`config.mk`:
```
export PLATFORM = sky130hd
export DESIGN_NAME = load_store_unit
export DESIGN_NICKNAME = d
export VERILOG_FILES = /design/src/rtl/lsu_pkg.sv /design/src/rtl/lsu_byte_lane.sv /design/src/rtl/load_store_unit.sv
export SDC_FILE = /design/constraint.sdc
export NUM_CORES = 1
export LEC_CHECK = 0
export CAP_MARGIN = 30
export CORE_AREA = 2 2 119 132
export DETAILED_ROUTE_END_ITERATION = 12
export DIE_AREA = 0 0 121 134
export MAX_ROUTING_LAYER = met4
export PLACE_DENSITY = 0.74
export SLEW_MARGIN = 20
export SYNTH_ARGS = -nofsm -noshare
export SYNTH_HDL_FRONTEND = slang
export SYNTH_SLANG_ARGS = --single-unit
```
`constraint.sdc`:
```
create_clock -name clk -period 3.7 [get_ports clk]
set_clock_uncertainty 0.1 [all_clocks]
set_input_delay 0.37 -clock clk [delete_from_list [all_inputs] [get_ports clk]]
set_output_delay 0.37 -clock clk [all_outputs]
set_load 0.01 [all_outputs]
```
`src/rtl/lsu_pkg.sv`:
```
// Shared definitions for the load/store unit: RV32I width codes, FSM states
// and the request legality check.
package lsu_pkg;

  localparam logic [2:0] F3_B  = 3'd0;
  localparam logic [2:0] F3_H  = 3'd1;
  localparam logic [2:0] F3_W  = 3'd2;
  localparam logic [2:0] F3_BU = 3'd4;
  localparam logic [2:0] F3_HU = 3'd5;

  typedef enum logic [1:0] {
    IDLE    = 2'd0,
    RD_REQ  = 2'd1,
    RD_DATA = 2'd2,
    WR      = 2'd3
  } lsu_state_t;

  // Unknown width code for the direction, or a halfword/word not naturally aligned.
  function automatic logic req_malformed(input logic we, input logic [2:0] f3,
                                         input logic [1:0] addr_lo);
    logic bad;
    bad = 1'b0;
    case (f3)
      F3_B:    bad = 1'b0;
      F3_H:    bad = addr_lo[0];
      F3_W:    bad = (addr_lo != 2'b00);
      F3_BU:   bad = we;
      F3_HU:   bad = we | addr_lo[0];
      default: bad = 1'b1;
    endcase
    return bad;
  endfunction

endpackage

```
`src/rtl/lsu_byte_lane.sv`:
```
// Lane steering for sub-word accesses: extract/extend a load lane and merge a
// store lane into a previously read word.
module lsu_byte_lane
  import lsu_pkg::*;
(
  input  logic [2:0]  funct3_i,
  input  logic [1:0]  addr_lo_i,
  input  logic [31:0] word_i,
  input  logic [15:0] wdata_i,
  output logic [31:0] load_data_o,
  output logic [31:0] merge_data_o
);

  logic [7:0]  byte_sel;
  logic [15:0] half_sel;

  always_comb begin
    byte_sel = word_i[{addr_lo_i, 3'b000} +: 8];
    half_sel = word_i[{addr_lo_i[1], 4'b0000} +: 16];

    load_data_o = word_i;
    case (funct3_i)
      F3_B:    load_data_o = {{24{byte_sel[7]}}, byte_sel};
      F3_BU:   load_data_o = {24'd0, byte_sel};
      F3_H:    load_data_o = {{16{half_sel[15]}}, half_sel};
      F3_HU:   load_data_o = {16'd0, half_sel};
      default: load_data_o = word_i;
    endcase

    // Bytes outside the selected lane keep their freshly read value.
    merge_data_o = word_i;
    case (funct3_i)
      F3_B:    merge_data_o[{addr_lo_i, 3'b000} +: 8] = wdata_i[7:0];
      F3_H:    merge_data_o[{addr_lo_i[1], 4'b0000} +: 16] = wdata_i;
      default: merge_data_o = word_i;
    endcase
  end

endmodule

```
`src/rtl/load_store_unit.sv`:
```
// Data-memory initiator: checks a byte-addressed request, then issues word reads,
// writes or read-modify-write sequences and returns a one-cycle response.
module load_store_unit
  import lsu_pkg::*;
#(
  parameter int DEPTH = 256
) (
  input  logic        clk,
  input  logic        rst,
  // Request handshake: a transfer happens on a rising edge where req_valid and
  // req_ready are both high; req_ready is high exactly while the FSM is IDLE.
  input  logic        req_valid,
  output logic        req_ready,
  input  logic        req_we,
  input  logic [2:0]  req_funct3,
  input  logic [31:0] req_addr,
  input  logic [31:0] req_wdata,
  output logic        resp_valid,
  output logic        resp_err,
  output logic [31:0] resp_rdata,
  output logic [31:0] mem_address,
  output logic [31:0] mem_write_data,
  output logic        mem_write_enable,
  output logic        mem_read_enable,
  input  logic [31:0] mem_read_data,
  output logic [1:0]  dbg_state
);

  lsu_state_t  state_q, state_d;
  logic [1:0]  addr_lo_q, addr_lo_d;
  logic [2:0]  f3_q, f3_d;
  logic        we_q, we_d;
  logic [15:0] wdata_q, wdata_d;
  logic        resp_valid_q, resp_valid_d;
  logic        resp_err_q, resp_err_d;
  logic [31:0] resp_rdata_q, resp_rdata_d;
  logic [31:0] mem_address_q, mem_address_d;
  logic [31:0] mem_write_data_q, mem_write_data_d;

  logic [31:0] lane_load;
  logic [31:0] lane_merge;
  logic        req_bad;

  lsu_byte_lane u_lane (
    .funct3_i     (f3_q),
    .addr_lo_i    (addr_lo_q),
    .word_i       (mem_read_data),
    .wdata_i      (wdata_q),
    .load_data_o  (lane_load),
    .merge_data_o (lane_merge)
  );

  assign req_bad = req_malformed(req_we, req_funct3, req_addr[1:0]) ||
                   ({2'b00, req_addr[31:2]} >= 32'(DEPTH));

  always_ff @(posedge clk or posedge rst) begin
    if (rst) begin
      state_q <= IDLE;
    end else begin
      state_q <= state_d;
    end
  end

  always_comb begin
    state_d          = state_q;
    addr_lo_d        = addr_lo_q;
    f3_d             = f3_q;
    we_d             = we_q;
    wdata_d          = wdata_q;
    resp_valid_d     = 1'b0;
    resp_err_d       = 1'b0;
    resp_rdata_d     = 32'd0;
    mem_address_d    = mem_address_q;
    mem_write_data_d = mem_write_data_q;
    case (state_q)
      IDLE: begin
        if (req_valid) begin
          addr_lo_d = req_addr[1:0];
          f3_d      = req_funct3;
          we_d      = req_we;
          wdata_d   = req_wdata[15:0];
          if (req_bad) begin
            resp_valid_d = 1'b1;
            resp_err_d   = 1'b1;
          end else begin
            mem_address_d = {2'b00, req_addr[31:2]};
            if (req_we && (req_funct3 == F3_W)) begin
              mem_write_data_d = req_wdata;
              state_d          = WR;
            end else begin
              state_d = RD_REQ;
            end
          end
        end
      end
      RD_REQ: state_d = RD_DATA;
      RD_DATA: begin
        if (we_q) begin
          mem_write_data_d = lane_merge;
          state_d          = WR;
        end else begin
          resp_valid_d = 1'b1;
          resp_rdata_d = lane_load;
          state_d      = IDLE;
        end
      end
      WR: begin
        resp_valid_d = 1'b1;
        state_d      = IDLE;
      end
      default: state_d = IDLE;
    endcase
  end

  always_ff @(posedge clk or posedge rst) begin
    if (rst) begin
      addr_lo_q        <= 2'd0;
      f3_q             <= 3'd0;
      we_q             <= 1'b0;
      wdata_q          <= 16'd0;
      resp_valid_q     <= 1'b0;
      resp_err_q       <= 1'b0;
      resp_rdata_q     <= 32'd0;
      mem_address_q    <= 32'd0;
      mem_write_data_q <= 32'd0;
    end else begin
      addr_lo_q        <= addr_lo_d;
      f3_q             <= f3_d;
      we_q             <= we_d;
      wdata_q          <= wdata_d;
      resp_valid_q     <= resp_valid_d;
      resp_err_q       <= resp_err_d;
      resp_rdata_q     <= resp_rdata_d;
      mem_address_q    <= mem_address_d;
      mem_write_data_q <= mem_write_data_d;
    end
  end

  // Strobes decode directly from the registered state, so they are glitch-free
  // and can never be high together.
  assign req_ready        = (state_q == IDLE);
  assign mem_read_enable  = (state_q == RD_REQ);
  assign mem_write_enable = (state_q == WR);
  assign resp_valid       = resp_valid_q;
  assign resp_err         = resp_err_q;
  assign resp_rdata       = resp_rdata_q;
  assign mem_address      = mem_address_q;
  assign mem_write_data   = mem_write_data_q;
  assign dbg_state        = state_q;

endmodule

```
==> results.cfg, run 1 <==
[clock_tree]
cts.root.buffer_cell = clkbuf_16
clockBufferDepth = 2
cts_sinks = 120
clk_latency_ns = 0.42
cts_tree = done
cts_resized = 0
cts.reportedPaths.clkPinSlew_ns = 0.06
postCtsSetupBuffers = 0
cts_buffers = 17
hold_buffers = 0
htree_levels = 4

[yosys]
synthMuxAreaShare_pct = 16.1
ys_ff_latch = 120
synthCells = 508
synth-adder-area-share_pct = 1.07
synth.avg_cell_area_um2 = 11.5
synth-seq-area-share_pct = 51.3
yosys.area_share.simple_pct = 12.1
synth_top_family_by_area = multiplexers
synth_compound_area_share_pct = 13.8
yosysWarnings = 0
synth_xor_area_share_pct = 0
syn-cell-area_um2 = 5850
synth_cell_types = 43

[setup_path]
cp_max_fo = 14
r2r_cells = 7
crit_start = addr_lo_q[0]$_DFFE_PP0P_
critical_path_buf_inv_count = 1
crit_arrival_ns = 3.11
cp-end-kind = flop
crit_family = simple AND/OR/NAND/NOR gates
cp.depth = 7
crit_slowest_cell = dfrtp_1
cpPeakStageDelay_ns = 0.76
crit_chain = inv_1 > ha_1 > nor4_1 > and4b_1 > nand2_1 > a21oi_1 > mux2_4
start_kind = flop
timing_worst_setup_path_type = flop to flop
reg2reg_from = addr_lo_q[0]$_DFFE_PP0P_
critPathRequiredTime_ns = 3.96

[power]
p_per_area_nw_per_um2 = 391
vdd_drop_max_mv = 0.248
leakagePower_nw = 3.95
total_power_w = 0.00338

[timing]
timing.fmax_mhz = 350
finalSetupTns_ns = 0
min_period_ns = 2.85
rsz0062_at_grt = false
finalMaxSlewViolations = 0
min_period_over_period_pct = 77.1
max-slew-margin-rel_pct = 40.1
hold_viol_final = 0
setup_viol_count_final = 0
tightest_slew_ns = 0.876

[route]
vias = 5020
vias_per_cell = 5.47
avgRoutedWirePerCell_um = 20.3
drc_errors = 0
routed_wl_um = 18700
first_iter_violations = 298
antenna_left = 0
dr.pass1.iters = 7

[final_layout]
nets = 819
insertedDiodeCount = 0
layout-drive-gt1-share_pct = 12.5
area_growth_pct = 48.0
fillers = 1270

[floorplan]
dieHeight_um = 134
die_area_um2 = 16200
die_w_um = 121
initial_core_util_pct = 39.3
core-area_um2 = 14900
io_pins = 206
rows = 47

[min_path]
hp-class = primary input to asynchronous set/reset pin

[placed_design]
gp_congestion = 0.896
dp_hpwl_um = 14200
portBuffers = 203

[global_route]
overflow = 0
antenna_found_initial = 0
grt_use_total_pct = 24.2
grt_pass1_wl_um = 28500
grt_pass1_vias = 5131
grt_max_degree = 59

[job]
cap_violations = 0

[outcome]
outcome = finished, final reports clean
-- synthesized netlist by cell type, drive strengths merged --
library cell	n	area share [%]
mux2	53	12
nor4	7	1.1
and4	1	0.15
a32oi	1	0.47
o21bai	1	0.13
buf	23	2.4
clkbuf	12	0.77
ha	5	1.1
a41oi	1	0.15
nor3	12	1.2
mux4	8	3.1
nand4	2	0.21
nor2	26	1.7
a222oi	8	1.4
o21ai	15	1.3
o22ai	8	0.86
nand3	1	0.085
a221o	8	1.4
a2111oi	8	1.2
and2	4	0.43
nand2	24	1.5
nand2b	6	0.64
inv	37	2.4
and4b	1	0.17
a21oi	37	3.2
a221oi	25	3.7
dfrtp	120	51
nor4bb	1	0.17
mux2i	8	1.4
and3	8	0.86
conb	1	0.064
nor2b	36	3.9
-- placed cells by master, fill, tap and decap left out, types with 3 or more instances in the layout --
master / Yosys / final
a2111oi_0: 6 / 6
a21oi_1: 37 / 37
a221o_1: 8 / 8
a221oi_1: 25 / 25
a222oi_1: 8 / 8
and2_1: 4 / 4
and3_1: 8 / 8
buf_4: 3 / 14
clkbuf_16: 0 / 17
clkbuf_8: 0 / 5
clkdlybuf4s50_1: 0 / 203
clkinv_2: 0 / 4
dfrtp_1: 120 / 120
ha_1: 5 / 5
inv_1: 37 / 36
mux2_1: 24 / 24
mux2_2: 7 / 7
mux2_4: 22 / 22
mux2i_1: 8 / 8
mux4_2: 8 / 8
nand2_1: 24 / 24
nand2b_1: 6 / 6
nor2_1: 25 / 25
nor2b_1: 36 / 36
nor3_1: 11 / 11
nor4_1: 4 / 4
nor4_2: 3 / 3
o21ai_0: 10 / 10
o21ai_1: 4 / 4
o22ai_1: 8 / 8
-- worst register-to-register path: stages, from the launching register on --
cell     delay (ns)
dfrtp_1        0.76
inv_1          0.25
ha_1           0.28
nor4_1         0.38
and4b_1        0.48
nand2_1        0.10
a21oi_1        0.25
mux2_4         0.19
-- sequential cells by signal (all words and copies together), names as in the netlist --
register	cells
resp_err	1
wdata_q	16
mem_write_data	32
mem_address	30
we_q	1
resp_valid	1
f3_q	3
addr_lo_q	2
dbg_state	2
resp_rdata	32
-- routing by layer --
layer / up-vias / share of wire (%) / global-route usage [%]
met5: - / 0 / -
met4: 0 / 2.3 / 8.46
met3: 34 / 6.5 / 5.48
met2: 260 / 50 / 40.0
met1: 2472 / 41 / 29.1
li1: 2254 / - / -
-- where the power goes --
group / switching [W] / internal (W) / total [W] / leakage (nW)
clock: 0.000569 / 0.00107 / 0.00164 / 0.290
sequential: 0.0000415 / 0.00134 / 0.00138 / 1.58
combinational: 0.000181 / 0.000186 / 0.000368 / 2.08
-- cell type report --
| type | instances | area [um2] | area share (%) |
|---|---|---|---|
| clock buffers | 22 | 494 | 5.71 |
| clock inverters | 8 | 95.1 | 1.10 |
| inverters | 37 | 141 | 1.63 |
| multi-input cells | 317 | 2530 | 29.2 |
| flip-flops and latches | 120 | 3000 | 34.7 |
| well taps | 196 | 245 | 2.83 |
| repair buffers | 218 | 2150 | 24.9 |
-- worst paths after layout --
path                                                        to  slack, ns
worst max register to register  mem_write_data[26]$_DFFE_PP0P_       0.85
min in group clk                    mem_address[0]$_DFFE_PP0P_       0.39
worst min-delay path                mem_address[3]$_DFFE_PP0P_       0.34
max in group asynchronous             resp_rdata[29]$_DFF_PP0_       2.31
worst min register to register      mem_address[0]$_DFFE_PP0P_       0.39
worst max-delay path            mem_write_data[26]$_DFFE_PP0P_       0.85
-- per-stage QoR --
| stage | instance area, um2 | hold WS, ns | util (%) | setup slack [ns] | std cells |
|---|---|---|---|---|---|
| 4_1_cts | 8640 | 0.391 | 58.1 | 0.930 | 917 |
| 5_1_grt | 8660 | 0.408 | 58.2 | 0.715 | 918 |
| 3_5_place_dp | 8050 | 0.379 | 54.1 | 0.833 | 887 |
| 6_report | 8660 | 0.337 | 58.2 | 0.847 | 918 |
| 3_3_place_gp | 8050 | 0.368 | 54.1 | 0.934 | 887 |
| 2_1_floorplan | 5850 | 0.381 | - | 0.0442 | 509 |
-- cell families (layout without fill, tap and decap cells) --
kind of cell	Yosys count	after routing
adder cells (fa/ha/maj)	5	5
buffers and inverters	72	285
AO/OA/AOI/OAI	112	112
multiplexers	69	69
flip-flops	120	120
AND/OR/NAND/NOR	129	129
other	1	2
Note: power is estimated with default switching activity, not from simulation.
==> inputs of run 2 (changes only) <==
--- a/config.mk
+++ b/config.mk
@@ -10,7 +10,7 @@
 export DETAILED_ROUTE_END_ITERATION = 12
 export DIE_AREA = 0 0 121 134
 export MAX_ROUTING_LAYER = met4
-export PLACE_DENSITY = 0.74
+export PLACE_DENSITY = 0.71
 export SLEW_MARGIN = 20
 export SYNTH_ARGS = -nofsm -noshare
 export SYNTH_HDL_FRONTEND = slang
==> constraint.sdc (replaced) <==
create_clock -name clk -period 2.9 [get_ports clk]
set_clock_uncertainty 0.1 [all_clocks]
set_input_delay 0.29 -clock clk [delete_from_list [all_inputs] [get_ports clk]]
set_output_delay 0.29 -clock clk [all_outputs]
set_load 0.01 [all_outputs]
==> run 2 against run 1 <==
Critical path depth unchanged. Largest cell class unchanged. Utilization barely moved. Combinational power increased by 29%. Power is 24% higher. Fmax up 20%. Cell area barely moved. Sequential cell count unchanged. Hold slack got worse by 0.14 ns. Global-route usage is 0.39 points lower.
==> results.cfg, run 2 (synthesis gave the netlist of run 1 again) <==
[power]
leakagePower_nw = 3.94
vdd_drop_max_mv = 0.388
total_power_w = 0.00421
p_per_area_nw_per_um2 = 486

[timing]
rsz0062_at_grt = false
hold_viol_final = 0
max-slew-margin-rel_pct = 52.6
timing.fmax_mhz = 421
min_period_over_period_pct = 81.8
finalSetupTns_ns = 0
tightest_slew_ns = 0.711
setup_viol_count_final = 0
finalMaxSlewViolations = 0
min_period_ns = 2.37

[final_layout]
layout_common_cells = clkdlybuf4s50_1, dfrtp_1, a21oi_1, inv_1, nor2b_1
multi_input_area_um2 = 2530
fillers = 1261
final_common_cell = clkdlybuf4s50_1
insertedDiodeCount = 0
register_area_um2 = 3000
layout-drive-gt1-share_pct = 12.7
design_area_um2 = 8660
area_growth_pct = 48.1
final_util_pct = 58.2
nets = 820

[floorplan]
dieHeight_um = 134
core-area_um2 = 14900
initial_core_util_pct = 39.3
die_area_um2 = 16200
io_pins = 206
die_w_um = 121
rows = 47

[clock_tree]
clk_latency_ns = 0.41
htree_levels = 4
cts.root.buffer_cell = clkbuf_16
cts_sinks = 120
postCtsSetupBuffers = 0
cts_resized = 0
cts_tree = done
cts.reportedPaths.clkPinSlew_ns = 0.06
clockBufferDepth = 2
hold_buffers = 0
cts_buffers = 17

[setup_path]
timing_worst_setup_path_type = flop to flop
cpPeakStageDelay_ns = 0.59
crit_slowest_cell = a21oi_1
cp-end-kind = flop
critPathRequiredTime_ns = 3.12
crit_chain = inv_1 > ha_1 > nor2_1 > nand4_1 > a21oi_1 > a222oi_1 > mux2i_1
cp_max_fo = 8
crit_arrival_ns = 2.59
start_kind = flop

[route]
vias_per_cell = 5.47
antenna_left = 0
routed_wl_um = 18200
drc_errors = 0
dr.pass1.iters = 6
avgRoutedWirePerCell_um = 19.8
first_iter_violations = 298
vias = 5038

[placed_design]
gp_congestion = 0.880
portBuffers = 203
place_area_um2 = 8100
dp_hpwl_um = 14000

[global_route]
antenna_found_initial = 0
busiest_layer = met2
grtUsageMet3_pct = 5.57
grt_max_degree = 66
grt_use_met1_pct = 28.4
overflow = 0
grt_pass1_vias = 5189
met2_usage_pct = 38.1
grt_use_total_pct = 23.8
grt_pass1_wl_um = 28400

[outcome]
outcome = finished, final reports clean

[min_path]
hp-class = primary input to asynchronous set/reset pin

[job]
cap_violations = 0
run 2: cell count changes in the layout (fill, tap and decap cells not counted), moves of 2 or more:
cell and change:
clkinv_2 -2, clkbuf_8 -4, clkinv_4 +3, buf_12 +2, clkinvlp_4 +3, inv_6 +3
run 2: stage by stage:
step,setup slack [ns],cells,hold WS [ns]
6_report,0.527,921,0.197
5_1_grt,0.290,921,0.240
4_1_cts,0.547,921,0.216
3_5_place_dp,0.249,889,0.376
3_3_place_gp,0.350,889,0.366
2_1_floorplan,0.365,509,0.307
run 2: layer usage:
metal / part of all wire [%] / up-vias
li1: - / 2254
met1: 40 / 2474
met2: 49 / 263
met3: 7.6 / 47
met4: 3.9 / 0
met5: 0 / -
run 2: path summary, 6_finish.rpt:
check / from / endpoint / slack (ns) / depth (start not counted)
setup reg to reg: addr_lo_q[0]$_DFFE_PP0P_ / mem_write_data[4]$_DFFE_PP0P_ / 0.53 / 7
min in group clk: req_addr[1] / addr_lo_q[1]$_DFFE_PP0P_ / 0.37 / 3
hold reg to reg: mem_address[3]$_DFFE_PP0P_ / mem_address[3]$_DFFE_PP0P_ / 0.38 / 1
max in group asynchronous: rst / mem_address[23]$_DFFE_PP0P_ / 1.74 / 3
hold / removal: rst / resp_rdata[22]$_DFF_PP0_ / 0.20 / 2
setup / recovery: addr_lo_q[0]$_DFFE_PP0P_ / mem_write_data[4]$_DFFE_PP0P_ / 0.53 / 7
run 2: cell type report:
cell class | instances | area share, %
timing repair buffer | 219 | 25.1
inverter | 37 | 1.65
clock inverter | 13 | 1.42
clock buffer | 19 | 5.11
sequential | 120 | 34.7
tap | 196 | 2.83
multi-input combinational | 317 | 29.2
run 2: power breakdown:
group	internal, W	switching, W	total, W	leakage [nW]
clock	0.00121	0.000777	0.00198	0.266
sequential	0.00171	0.0000440	0.00175	1.58
combinational	0.000239	0.000235	0.000474	2.09
run 2: critical path: cells and delay by family, from the launching register on:
family,cells,cell delay [ns]
mux,1,0.20
fa+ha+maj,1,0.37
simple gates,2,0.21
flops,1,0.46
buf+inv,1,0.16
compound gates,2,0.78
